===== src/rtl/alu_pkg.sv =====
// Shared widths, opcode values and FSM state encoding for the nibble ALU sequencer.
package alu_pkg;

    localparam int NIBBLE_W = 4;
    localparam int WORD_W   = 8;

    localparam logic OP_ADD = 1'b0;
    localparam logic OP_SUB = 1'b1;

    typedef enum logic [2:0] {
        IDLE   = 3'd0,
        LO_REQ = 3'd1,
        GAP    = 3'd2,
        HI_REQ = 3'd3,
        DONE   = 3'd4
    } state_t;

endpackage


===== src/rtl/nibble_alu_sequencer_if.sv =====
// En/ready handshake bus between the sequencer (master) and the 4-bit adder unit (slave).
interface nibble_alu_sequencer_if;
    import alu_pkg::*;

    logic                fu_en;
    logic [NIBBLE_W-1:0] fu_a;
    logic [NIBBLE_W-1:0] fu_b;
    logic                fu_c_in;
    logic [NIBBLE_W-1:0] fu_sum;
    logic                fu_c_out;
    logic                fu_ready;

    modport master (
        output fu_en, fu_a, fu_b, fu_c_in,
        input  fu_sum, fu_c_out, fu_ready
    );

    modport slave (
        input  fu_en, fu_a, fu_b, fu_c_in,
        output fu_sum, fu_c_out, fu_ready
    );

endinterface


===== src/rtl/alu_flag_gen.sv =====
// Zero and signed-overflow flags for the assembled 8-bit result.
module alu_flag_gen
    import alu_pkg::*;
(
    input  logic [WORD_W-1:0] result,
    input  logic              a_msb,
    input  logic              b_msb,   // already inverted for subtract
    output logic              flag_z,
    output logic              flag_v
);

    assign flag_z = (result == '0);
    assign flag_v = (a_msb == b_msb) && (result[WORD_W-1] != a_msb);

endmodule


===== src/rtl/nibble_alu_sequencer.sv =====
// Runs an 8-bit add/subtract as two chained nibble operations on a 4-bit adder unit,
// with Z/C/V flags and a timeout guard on the unit's ready.
module nibble_alu_sequencer
    import alu_pkg::*;
#(
    parameter int TIMEOUT = 16,
    parameter int CNT_W   = 5
) (
    input  logic              clk,
    input  logic              reset,
    input  logic              start,
    input  logic              op_sub,
    input  logic [WORD_W-1:0] a,
    input  logic [WORD_W-1:0] b,
    output logic              busy,
    output logic              done,
    output logic [WORD_W-1:0] result,
    output logic              flag_c,
    output logic              flag_z,
    output logic              flag_v,
    output logic              error,
    nibble_alu_sequencer_if.master fu
);

    state_t              state_q, state_nxt;
    logic [NIBBLE_W-1:0] a_hi_q, a_hi_nxt;
    logic [NIBBLE_W-1:0] b_hi_q, b_hi_nxt;
    logic                op_q, op_nxt;
    logic                carry_q, carry_nxt;
    logic [CNT_W-1:0]    cnt_q, cnt_nxt;
    logic                en_q, en_nxt;
    logic [NIBBLE_W-1:0] fu_a_q, fu_a_nxt;
    logic [NIBBLE_W-1:0] fu_b_q, fu_b_nxt;
    logic                c_in_q, c_in_nxt;
    logic [WORD_W-1:0]   result_q, result_nxt;
    logic                flag_c_q, flag_c_nxt;
    logic                flag_z_q, flag_z_nxt;
    logic                flag_v_q, flag_v_nxt;
    logic                error_q, error_nxt;

    logic [WORD_W-1:0]   hi_result;
    logic                gen_z, gen_v;
    logic                timed_out;
    logic                ready_seen;

    assign hi_result  = {fu.fu_sum, result_q[NIBBLE_W-1:0]};
    assign timed_out  = (cnt_q == CNT_W'(TIMEOUT));
    assign ready_seen = fu.fu_ready && en_q;

    // In HI_REQ fu_b_q holds b'[7:4], so its MSB is the effective B sign bit.
    alu_flag_gen u_flag_gen (
        .result (hi_result),
        .a_msb  (a_hi_q[NIBBLE_W-1]),
        .b_msb  (fu_b_q[NIBBLE_W-1]),
        .flag_z (gen_z),
        .flag_v (gen_v)
    );

    always_comb begin
        // NOTE: every *_nxt gets its hold value first so no path through the case infers a latch.
        state_nxt  = state_q;
        a_hi_nxt   = a_hi_q;
        b_hi_nxt   = b_hi_q;
        op_nxt     = op_q;
        carry_nxt  = carry_q;
        cnt_nxt    = cnt_q;
        en_nxt     = en_q;
        fu_a_nxt   = fu_a_q;
        fu_b_nxt   = fu_b_q;
        c_in_nxt   = c_in_q;
        result_nxt = result_q;
        flag_c_nxt = flag_c_q;
        flag_z_nxt = flag_z_q;
        flag_v_nxt = flag_v_q;
        error_nxt  = error_q;

        case (state_q)
            IDLE: begin
                if (start) begin
                    a_hi_nxt   = a[WORD_W-1:NIBBLE_W];
                    b_hi_nxt   = b[WORD_W-1:NIBBLE_W];
                    op_nxt     = op_sub;
                    fu_a_nxt   = a[NIBBLE_W-1:0];
                    fu_b_nxt   = b[NIBBLE_W-1:0] ^ {NIBBLE_W{op_sub == OP_SUB}};
                    c_in_nxt   = (op_sub == OP_SUB);
                    en_nxt     = 1'b1;
                    cnt_nxt    = '0;
                    result_nxt = '0;
                    flag_c_nxt = 1'b0;
                    flag_z_nxt = 1'b0;
                    flag_v_nxt = 1'b0;
                    error_nxt  = 1'b0;
                    state_nxt  = LO_REQ;
                end
            end

            LO_REQ, HI_REQ: begin
                // Ready is checked before the timeout so a last-cycle ready still completes.
                if (ready_seen) begin
                    en_nxt = 1'b0;
                    if (state_q == LO_REQ) begin
                        result_nxt[NIBBLE_W-1:0] = fu.fu_sum;
                        carry_nxt                = fu.fu_c_out;
                        state_nxt                = GAP;
                    end else begin
                        result_nxt = hi_result;
                        flag_c_nxt = fu.fu_c_out;
                        flag_z_nxt = gen_z;
                        flag_v_nxt = gen_v;
                        state_nxt  = DONE;
                    end
                end else if (timed_out) begin
                    en_nxt     = 1'b0;
                    result_nxt = '0;
                    flag_c_nxt = 1'b0;
                    flag_z_nxt = 1'b0;
                    flag_v_nxt = 1'b0;
                    error_nxt  = 1'b1;
                    state_nxt  = DONE;
                end else begin
                    cnt_nxt = cnt_q + CNT_W'(1);
                end
            end

            GAP: begin
                // The unit sees fu_en low for this one cycle and resets its internal count.
                fu_a_nxt  = a_hi_q;
                fu_b_nxt  = b_hi_q ^ {NIBBLE_W{op_q == OP_SUB}};
                c_in_nxt  = carry_q;
                en_nxt    = 1'b1;
                cnt_nxt   = '0;
                state_nxt = HI_REQ;
            end

            DONE:    state_nxt = IDLE;
            default: state_nxt = IDLE;
        endcase
    end

    always_ff @(posedge clk) begin
        // NOTE: non-blocking assignments keep every register update ordered against this edge.
        if (reset) begin
            state_q  <= IDLE;
            a_hi_q   <= '0;
            b_hi_q   <= '0;
            op_q     <= 1'b0;
            carry_q  <= 1'b0;
            cnt_q    <= '0;
            en_q     <= 1'b0;
            fu_a_q   <= '0;
            fu_b_q   <= '0;
            c_in_q   <= 1'b0;
            result_q <= '0;
            flag_c_q <= 1'b0;
            flag_z_q <= 1'b0;
            flag_v_q <= 1'b0;
            error_q  <= 1'b0;
        end else begin
            state_q  <= state_nxt;
            a_hi_q   <= a_hi_nxt;
            b_hi_q   <= b_hi_nxt;
            op_q     <= op_nxt;
            carry_q  <= carry_nxt;
            cnt_q    <= cnt_nxt;
            en_q     <= en_nxt;
            fu_a_q   <= fu_a_nxt;
            fu_b_q   <= fu_b_nxt;
            c_in_q   <= c_in_nxt;
            result_q <= result_nxt;
            flag_c_q <= flag_c_nxt;
            flag_z_q <= flag_z_nxt;
            flag_v_q <= flag_v_nxt;
            error_q  <= error_nxt;
        end
    end

    assign busy       = (state_q != IDLE);
    assign done       = (state_q == DONE);
    assign result     = result_q;
    assign flag_c     = flag_c_q;
    assign flag_z     = flag_z_q;
    assign flag_v     = flag_v_q;
    assign error      = error_q;
    assign fu.fu_en   = en_q;
    assign fu.fu_a    = fu_a_q;
    assign fu.fu_b    = fu_b_q;
    assign fu.fu_c_in = c_in_q;

endmodule


===== src/flat_wrapper.sv =====
// flat-port wrapper written by rule: the top's interface ports become plain ports
module nibble_alu_sequencer_flat import alu_pkg::*;
#(
    parameter int TIMEOUT = 16,
    parameter int CNT_W   = 5
)
  (clk, reset, start, op_sub, a, b, busy, done, result, flag_c, flag_z, flag_v, error, fu_fu_en, fu_fu_a, fu_fu_b, fu_fu_c_in, fu_fu_sum, fu_fu_c_out, fu_fu_ready);
  nibble_alu_sequencer_if fu_i ();
  input  logic clk;
  input  logic reset;
  input  logic start;
  input  logic op_sub;
  input  logic [WORD_W-1:0] a;
  input  logic [WORD_W-1:0] b;
  output logic busy;
  output logic done;
  output logic [WORD_W-1:0] result;
  output logic flag_c;
  output logic flag_z;
  output logic flag_v;
  output logic error;
  output wire logic [$bits(fu_i.fu_en)-1:0] fu_fu_en;
  output wire logic [$bits(fu_i.fu_a)-1:0] fu_fu_a;
  output wire logic [$bits(fu_i.fu_b)-1:0] fu_fu_b;
  output wire logic [$bits(fu_i.fu_c_in)-1:0] fu_fu_c_in;
  input wire logic [$bits(fu_i.fu_sum)-1:0] fu_fu_sum;
  input wire logic [$bits(fu_i.fu_c_out)-1:0] fu_fu_c_out;
  input wire logic [$bits(fu_i.fu_ready)-1:0] fu_fu_ready;
  assign fu_fu_en = fu_i.fu_en;
  assign fu_fu_a = fu_i.fu_a;
  assign fu_fu_b = fu_i.fu_b;
  assign fu_fu_c_in = fu_i.fu_c_in;
  assign fu_i.fu_sum = fu_fu_sum;
  assign fu_i.fu_c_out = fu_fu_c_out;
  assign fu_i.fu_ready = fu_fu_ready;
  nibble_alu_sequencer #(.TIMEOUT(TIMEOUT), .CNT_W(CNT_W)) u_core (.clk(clk), .reset(reset), .start(start), .op_sub(op_sub), .a(a), .b(b), .busy(busy), .done(done), .result(result), .flag_c(flag_c), .flag_z(flag_z), .flag_v(flag_v), .error(error), .fu(fu_i));
endmodule

===== config.mk =====
export PLATFORM = sky130hd
export DESIGN_NAME = nibble_alu_sequencer_flat
export DESIGN_NICKNAME = d
export VERILOG_FILES = /design/src/rtl/alu_pkg.sv /design/src/rtl/nibble_alu_sequencer_if.sv /design/src/rtl/alu_flag_gen.sv /design/src/rtl/nibble_alu_sequencer.sv /design/src/flat_wrapper.sv
export SDC_FILE = /design/constraint.sdc
export NUM_CORES = 1
export LEC_CHECK = 0
export CAP_MARGIN = 20
export CELL_PAD_IN_SITES_DETAIL_PLACEMENT = 1
export CELL_PAD_IN_SITES_GLOBAL_PLACEMENT = 1
export CORE_ASPECT_RATIO = 0.7
export CORE_MARGIN = 3
export CORE_UTILIZATION = 35
export CTS_BUF_LIST = sky130_fd_sc_hd__clkbuf_8
export CTS_CLUSTER_DIAMETER = 120
export DETAILED_ROUTE_END_ITERATION = 12
export PLACE_DENSITY = 0.8
export SLEW_MARGIN = 20
export SYNTH_ARGS = -nofsm -noshare
export SYNTH_HDL_FRONTEND = slang
export SYNTH_SLANG_ARGS = --single-unit

===== constraint.sdc =====
create_clock -name clk -period 3.05 [get_ports clk]
set_input_delay 0.61 -clock clk [delete_from_list [all_inputs] [get_ports clk]]
set_output_delay 0.61 -clock clk [all_outputs]
set_load 0.01 [all_outputs]

# --- Yosys cells after proc, flatten, opt, wreduce, memory -nomap -nowiden ---
# Index checks and enable logic that the tools add are counted.
word_totals:
  word_cells: 89
  in_bits: 26
  ff_bits: 40
  out_inout_bits: 24
classes:
  eq_ne: 14
  n_mux: 38
  n_bitwise: 2
  add_sub_neg: 1
  reduce_logical: 18
op_table:
  columns: ["op", "count"]
  rows:
  - ["$mux W8", 3]
  - ["$mux W4", 4]
  - ["$pmux W4 S2", 2]
  - ["$pmux W8 S2", 1]
  - ["$reduce_and A4 Y1", 4]
  - ["$mux W5", 3]
  - ["$pmux W5 S3", 1]
  - ["$mux W1", 13]
  - ["$mux W3", 4]
  - ["$pmux W1 S2", 5]
  - ["$pmux W3 S3", 1]
  - ["$logic_not A8 Y1", 1]
  - ["$xor A4 B4 Y4", 2]
  - ["$eq A3 B2 Y1 const B", 2]
  - ["$ne A2 B2 Y1 const B", 3]
  - ["$ne A3 B3 Y1 const B", 2]
  - ["$reduce_and A2 Y1", 3]
  - ["$reduce_and A3 Y1", 2]
  - ["$reduce_bool A3 Y1", 2]
  - ["$add A5 B1 Y5 const B", 1]
  - ["$eq A5 B5 Y1 const B", 1]
  - ["$reduce_bool A2 Y1", 2]
  - ["$eq A3 B1 Y1 const B", 1]
  - ["$eq A3 B3 Y1 const B", 1]
  - ["8 further kinds", 9]

# --- Longest topological paths before layout ---
# Gate-level depths: netlist of the first run.
logic_depth:
  depth_word: 5
  ltp_mapped: 7
  ltp_nobuf: 6

# --- Modules after synthesis ---
# A second synthesis of the first run with hierarchy kept.
unflattened:
  hier_cells: 227
  hier_area_um2: 1929.4
by_module_without_submodules:
  columns: ["mod", "cells_each", "n_inst", "area_per_inst_um2", "seq_area_each_um2"]
  rows:
  - ["nibble_alu_sequencer", 221, 1, 1893.1, 800.8]
  - ["alu_flag_gen", 6, 1, 36.3, 0.0]

# --- Worst setup path after synthesis of the first run ---
# No wires, ideal clock.
synth_timing:
  path_type: "input to register"
  from: "input start"
  to: "register u_core.flag_v_q, in the netlist u_core.flag_v"
  n_path_buf: 0
  required_time_ps: 2933
  cell_stages: 4
  setup_time_ps: 117
  slack_ps: 1429
  arrival_ps: 1504
  path_cell_list: "or4b_1 -> nand2_1 -> a21oi_1 -> a22o_1"
synth_between:
  elab_chain_cells: 2
synth_rtl:
  columns: ["element", "line", "rtl"]
  rows:
  - ["start, declared", "flat_wrapper.sv:11", "input logic start;"]
  - ["$ne A2 B2 Y1 (no source line)", null, null]
  - ["$reduce_and A4 Y1 (no source line)", null, null]
  - ["end signal, assigned", "nibble_alu_sequencer.sv:172", "flag_v_q <= flag_v_nxt;"]
  - ["end, declared", "nibble_alu_sequencer.sv:38", "logic flag_v_q, flag_v_nxt;"]
# No other way between the ends.
# A chain may end at the register's enable or synchronous reset.

# --- Worst setup path in the final report of the first run ---
layout_timing:
  from: "register u_core.state_q[2]"
  to: "output done"
layout_between:
  elab_chain_cells: 1
layout_rtl:
  columns: ["element", "line", "rtl"]
  rows:
  - ["start, declared", "nibble_alu_sequencer.sv:25", "state_t state_q, state_nxt;"]
  - ["start signal, assigned", "nibble_alu_sequencer.sv:159", "state_q <= state_nxt;"]
  - ["$eq A3 B3 Y1", "nibble_alu_sequencer.sv:178", "assign done = (state_q == DONE);"]
  - ["end, declared", "flat_wrapper.sv:16", "output logic done;"]
# No other way between the ends.

==> results.yml, run 1 <==
sta:
  clock_skew_ps: 7.494
  final-setup-viol-count: 0
  holdWs_ps: 456.2
  worst-slew-pin-transition_ps: 735.7
  fin_crit_ps: 2249
  finalCritPeriodShare: 0.7374
  fmax_ghz: 0.4446
  drv_slew: 0
  setup_slack_ps: 800.8
  rsz0062_at_grt: "false"
  tns_ps: 0
  max_slew_margin: 0.5077
  hold_viol: 0
clocking:
  clock-root-buffer: "clkbuf_8"
  clk_latency_ps: 300
  clockBufferDepth: 2
  cts_hold_buf: 0
  clk_pin_slew_ps: 80
  numCtsBuffers: 5
  cts_setup_buffers: 0
  htreeDepth: 2
  cts_tree: "built"
  ctsResizeCount: 0
  cts.sink_count: 40
power:
  combPwrFrac: 0.172
  cellLeakagePower_nw: 0.8096
  vdd_drop_max_mv: 0.1905
  sw_frac_of_total: 0.2764
  p_switching_uw: 303.9
  intPower_uw: 795.5
  clock_power_share: 0.310
  p_total_mw: 1.099
  power_density_nw_per_um2: 470.6
  seqPwrFrac: 0.518
layout:
  area_growth_pct: 35.19
  final_cell_area_um2: 2336
  fillers: 534
  layoutNonFillerInstCount: 307
  final_nets: 269
  drive_gt1_frac: 0.05809
  n_antenna_cell: 0
  final_util: 0.5129
route:
  wl_met3_um: 251
  drt-total-wl_um: 4531
  drt-initial-drc-count: 57
  via_per_inst: 5.101
  wl_met2_um: 1903
  first_pass_iters: 4
  route.vias.total: 1566
  wire_per_inst_um: 14.76
  route.detailed.drc: 0
  wirelength_met1_um: 2359
  ant_nets: 0
  top_layer: "met4"
grt:
  grt_pass1_wl_um: 7196
  grt_pass1_vias: 1437
  track_usage: 0.1546
  globalRouteOverflowTotal: 0
  grt_start_max_net_pins: 24
  antenna_found_initial: 0
place:
  portBuffers: 49
  dp_hpwl_um: 3327
  pre_cts_slack_ps: 542.2
  gp_congestion: 0.7631
  placed_cells: 300
  dpl_cell_area_um2: 2255
setup_path:
  crit_type: "reg2out"
  path_cells: "nor3b_1 -> clkdlybuf4s50_1"
  setup.worst_path.start: "u_core.state_q[2]$_SDFFE_PP0P_"
  rr_startpoint: "u_core.state_q[1]$_SDFFE_PP0P_"
  slowest_stage: "dfxtp_1"
  worstPathMaxFanout: 9
  critPathCaptureType: "primary output"
  required_ps: 2440
  cp-start-kind: "register"
  cp_top_family: "flip-flops"
  critPathBufInv: 1
  slowest_delay_ps: 560
  worstPathArrival_ps: 1640
logic_synthesis:
  synth_seq_cells: 40
  synth_area_um2: 1728
  synthCells: 196
  synth_cell_types: 36
  synth-edff-count: 0
  synth_nets: 224
  synthFlopType: "dfxtp_1"
  yosys_warnings: 0
  ys_seq_area_frac: 0.4634
  synth.avg_cell_area_um2: 8.816
  async_flop_share: 0
floorplanning:
  die_y_um: 64.79
  start_util: 0.3794
  io_pins: 50
  dieArea_um2: 5829
  die_w_um: 89.98
  row_count: 20
  core_um2: 4554
min_path:
  hold_path.class: "reg2reg"
  hold_start: "u_core.fu.fu_b[0]$_SDFFE_PP0P_"
flow_run:
  max_cap_viol_count: 0
status:
  status: "completed"
[layer usage]
metal	track usage	vias up
li1	-	779
met1	0.2128	742
met2	0.2397	43
met3	0.04292	2
met4	0.04008	0
met5	0	-
[power by group through the flow]
stage                     logic [mW]  registers [mW]  clock network, mW
after floorplan                0.105           0.576                  0
after global placement         0.186           0.581                  0
after detailed placement       0.189           0.582                  0
after CTS                      0.190           0.570              0.350
after global routing           0.208           0.574              0.373
final                          0.189           0.570              0.340
[placed cells by master, fill, tap and decap left out, types with 3 or more instances in the layout]
cell,netlist,layout
a21oi_1,27,27
clkbuf_8,0,5
o21ai_0,3,3
nor4_1,4,4
dfxtp_1,40,40
or3_1,4,4
nand3_1,5,5
o211ai_1,5,5
clkdlybuf4s50_1,0,49
xnor2_1,5,5
xor2_1,5,5
a22o_1,10,10
nand2_1,37,37
nor2_1,9,9
nor3_1,3,3
a22oi_1,4,4
[sequential cells by signal, indices dropped and copies added (netlist names)]
name               flops
u_core.flag_c          1
u_core.op_q            1
u_core.cnt_q           5
u_core.state_q         3
u_core.error           1
u_core.a_hi_q          4
u_core.carry_q         1
u_core.b_hi_q          4
u_core.flag_v          1
u_core.flag_z          1
u_core.fu.fu_a         4
u_core.fu.fu_c_in      1
u_core.fu.fu_b         4
u_core.fu.fu_en        1
u_core.result          8
[cells in the mapped netlist (2+ instances only)]
cell type	n	area (um2)
a21oi_1	27	135.1
a22o_1	10	87.58
a22oi_1	4	30.03
buf_2	4	20.02
buf_4	2	15.01
clkbuf_1	7	26.28
dfxtp_1	40	800.8
ha_1	2	25.02
inv_1	2	7.510
nand2_1	37	138.9
nand2b_1	2	12.51
nand3_1	5	25.02
nor2_1	9	33.78
nor3_1	3	15.01
nor4_1	4	25.02
o211ai_1	5	37.54
o21ai_0	3	15.01
or3_1	4	25.02
xnor2_1	5	43.79
xor2_1	5	43.79
[logic make-up (layout without fill, tap and decap cells)]
logic type / Yosys count / count (layout) / share of synthesized area
compound gates: 54 / 54 / 0.2028
mux: 1 / 1 / 0.005793
flops: 40 / 40 / 0.4634
buf+inv: 15 / 60 / 0.03983
simple gates: 74 / 74 / 0.2230
fa+ha+maj: 2 / 2 / 0.01448
xor+xnor: 10 / 10 / 0.05069
[final timing paths]
path,end,slack (ps),cells past startpoint
setup reg to reg,u_core.cnt_q[3]$_SDFFE_PP0P_,1020,4
hold / removal,u_core.fu.fu_b[0]$_SDFFE_PP0P_,460,2
setup / recovery,done,800,2
hold reg to reg,u_core.fu.fu_b[0]$_SDFFE_PP0P_,460,2
[cell type report]
type                       count  area, um2  area share
timing repair buffer          51      505.5      0.2164
multi-input combinational    141      858.3      0.3674
tap                           66      82.58     0.03535
clock inverter                 2      12.51    0.005356
inverter                       2      7.507    0.003214
clock buffer                   5      68.82     0.02946
sequential                    40      800.8      0.3428
[worst register-to-register path: stages, from the launching register on]
cell and delay, ps:
dfxtp_1 590, nor3b_4 710, a211oi_2 150, or3_1 390, a21oi_1 140
No activity file was read; power rests on OpenSTA's default activity.
==> run 2: changes to the inputs <==
--- a/config.mk
+++ b/config.mk
@@ -10,11 +10,11 @@
 export CELL_PAD_IN_SITES_GLOBAL_PLACEMENT = 1
 export CORE_ASPECT_RATIO = 0.7
 export CORE_MARGIN = 3
-export CORE_UTILIZATION = 35
+export CORE_UTILIZATION = 32
 export CTS_BUF_LIST = sky130_fd_sc_hd__clkbuf_8
 export CTS_CLUSTER_DIAMETER = 120
 export DETAILED_ROUTE_END_ITERATION = 12
-export PLACE_DENSITY = 0.8
+export PLACE_DENSITY = 0.77
 export SLEW_MARGIN = 20
 export SYNTH_ARGS = -nofsm -noshare
 export SYNTH_HDL_FRONTEND = slang
==> constraint.sdc (replaced) <==
create_clock -name clk -period 1.9 [get_ports clk]
set_input_delay 0.38 -clock clk [delete_from_list [all_inputs] [get_ports clk]]
set_output_delay 0.38 -clock clk [all_outputs]
set_load 0.01 [all_outputs]
==> run 2 against run 1 <==
Final area is 6.1% higher; clock power is 110% higher; wire length is 8.8% higher; combinational power is 76% higher; hold slack better by 3.1 ps; sequential share of layout area is 1.7 points lower.
==> results.yml, run 2 (same netlist as run 1, synthesis figures left out) <==
status:
  status: "completed"
setup_path:
  critPathCaptureType: "primary output"
  cp_top_family: "flip-flops"
  path_cells: "or3_1 -> dlygate4sd2_1"
  critPathBufInv: 1
  setup.worst_path.start: "u_core.state_q[0]$_SDFFE_PP0P_"
  cp-start-kind: "register"
  slowest_delay_ps: 390
  crit_type: "reg2out"
  slowest_stage: "dfxtp_2"
  rr_startpoint: "u_core.state_q[1]$_SDFFE_PP0P_"
  required_ps: 1520
  worstPathMaxFanout: 9
  worstPathArrival_ps: 1350
grt:
  busiest_layer: "met2"
  grt_use_met1: 0.2261
  grt_util_met3: 0.03675
  track_usage: 0.1663
  grt_start_max_net_pins: 18
  grt_pass1_wl_um: 8176
  grt_pass1_vias: 1664
  grt_use_met2: 0.2688
  antenna_found_initial: 0
  globalRouteOverflowTotal: 0
layout:
  final_util: 0.4965
  drive_gt1_frac: 0.1260
  largest_reg_flops: 8
  n_antenna_cell: 0
  final_common_cell: "clkdlybuf4s50_1"
  final_nets: 281
  final_cell_area_um2: 2479
  layout_common_cells: "clkdlybuf4s50_1, nand2_1, dfxtp_1"
  area_growth_pct: 43.45
sta:
  finalCritPeriodShare: 0.9123
  fin_crit_ps: 1733
  rsz0062_at_grt: "false"
  worst-slew-pin-transition_ps: 693.7
  fmax_ghz: 0.5769
  final-setup-viol-count: 0
  clock_skew_ps: 4.902
  hold_viol: 0
  drv_slew: 0
  max_slew_margin: 0.5358
clocking:
  cts_setup_buffers: 0
  htreeDepth: 2
  numCtsBuffers: 5
  cts_tree: "built"
  clk_pin_slew_ps: 80
  clk_latency_ps: 290
  cts.sink_count: 40
  clockBufferDepth: 2
  clock-root-buffer: "clkbuf_8"
place:
  portBuffers: 49
  dpl_cell_area_um2: 2349
  dp_hpwl_um: 3582
  gp_congestion: 0.7792
route:
  drt-initial-drc-count: 47
  via_per_inst: 4.916
  route.vias.total: 1588
  first_pass_iters: 4
  ant_nets: 0
  wire_per_inst_um: 15.26
  drt-total-wl_um: 4930
  route.detailed.drc: 0
min_path:
  hold_path.class: "reg2reg"
  hold_start: "u_core.fu.fu_b[1]$_SDFFE_PP0P_"
floorplanning:
  row_count: 21
  die_y_um: 67.48
  dieArea_um2: 6332
  io_pins: 50
  die_w_um: 93.83
  start_util: 0.3461
  core_um2: 4992
power:
  cellLeakagePower_nw: 0.9092
  power_density_nw_per_um2: 785.0
  p_total_mw: 1.946
  vdd_drop_max_mv: 0.3149
flow_run:
  max_cap_viol_count: 0
## run 2: worst reg2reg max path: stages (launching register included)
cell      delay [ps]
dfxtp_2          440
nor3b_4          430
buf_4            230
or2_2            180
o211ai_1         130
a21oi_1          140
## run 2: final cells by class
| cell class | count | area, um2 |
|---|---|---|
| Clock buffer | 5 | 68.82 |
| Clock inverter | 3 | 42.54 |
| Fill cell | 605 | 2514 |
| Inverter | 2 | 7.507 |
| Multi-Input combinational cell | 141 | 869.6 |
| Sequential cell | 40 | 807.0 |
| Tap cell | 69 | 86.33 |
| Timing Repair Buffer | 63 | 596.8 |
## run 2: per-layer routing
layer  part of all wire  routed length (um)  vias to the layer above
met2               0.44                2192                       34
li1                   -                   -                      810
met5                  0                   0                        -
met4             0.0085                  42                        0
met3              0.039                 194                        6
met1               0.51                2500                      738
## run 2: worst paths after layout
| check | to | slack (ps) | cells after the start |
|---|---|---|---|
| max reg2reg | u_core.fu.fu_b[3]$_SDFFE_PP0P_ | 280 | 5 |
| min reg2reg | u_core.fu.fu_b[1]$_SDFFE_PP0P_ | 460 | 2 |
| min | u_core.fu.fu_b[1]$_SDFFE_PP0P_ | 460 | 2 |
| max | busy | 170 | 2 |
## run 2: what timing repair did
action | 4_1_cts | 5_1_grt
hold buffers | 0 | 0
resized for setup | 5 | 3
gates cloned | 0 | 0
endpoints found under the setup margin | 2 | 6
pin swaps | 0 | 0
## run 2: stage by stage
stage / setup WS [ps] / hold WS, ps / setup TNS (ps) / cells
2_1_floorplan: 291.4 / 436.0 / 0 / 196
3_3_place_gp: -102.8 / 444.3 / -847.7 / 315
3_5_place_dp: -212.6 / 451.2 / -1348 / 315
4_1_cts: 30.64 / 462.7 / 0 / 323
5_1_grt: 120.4 / 493.8 / 0 / 323
6_report: 166.6 / 459.3 / 0 / 323
## run 2: where the power goes
group | internal (mW) | leakage [nW] | switching (mW) | total [mW]
Combinational | 0.168 | 0.528 | 0.164 | 0.332
Clock | 0.389 | 0.0541 | 0.313 | 0.701
Sequential | 0.876 | 0.327 | 0.0367 | 0.912
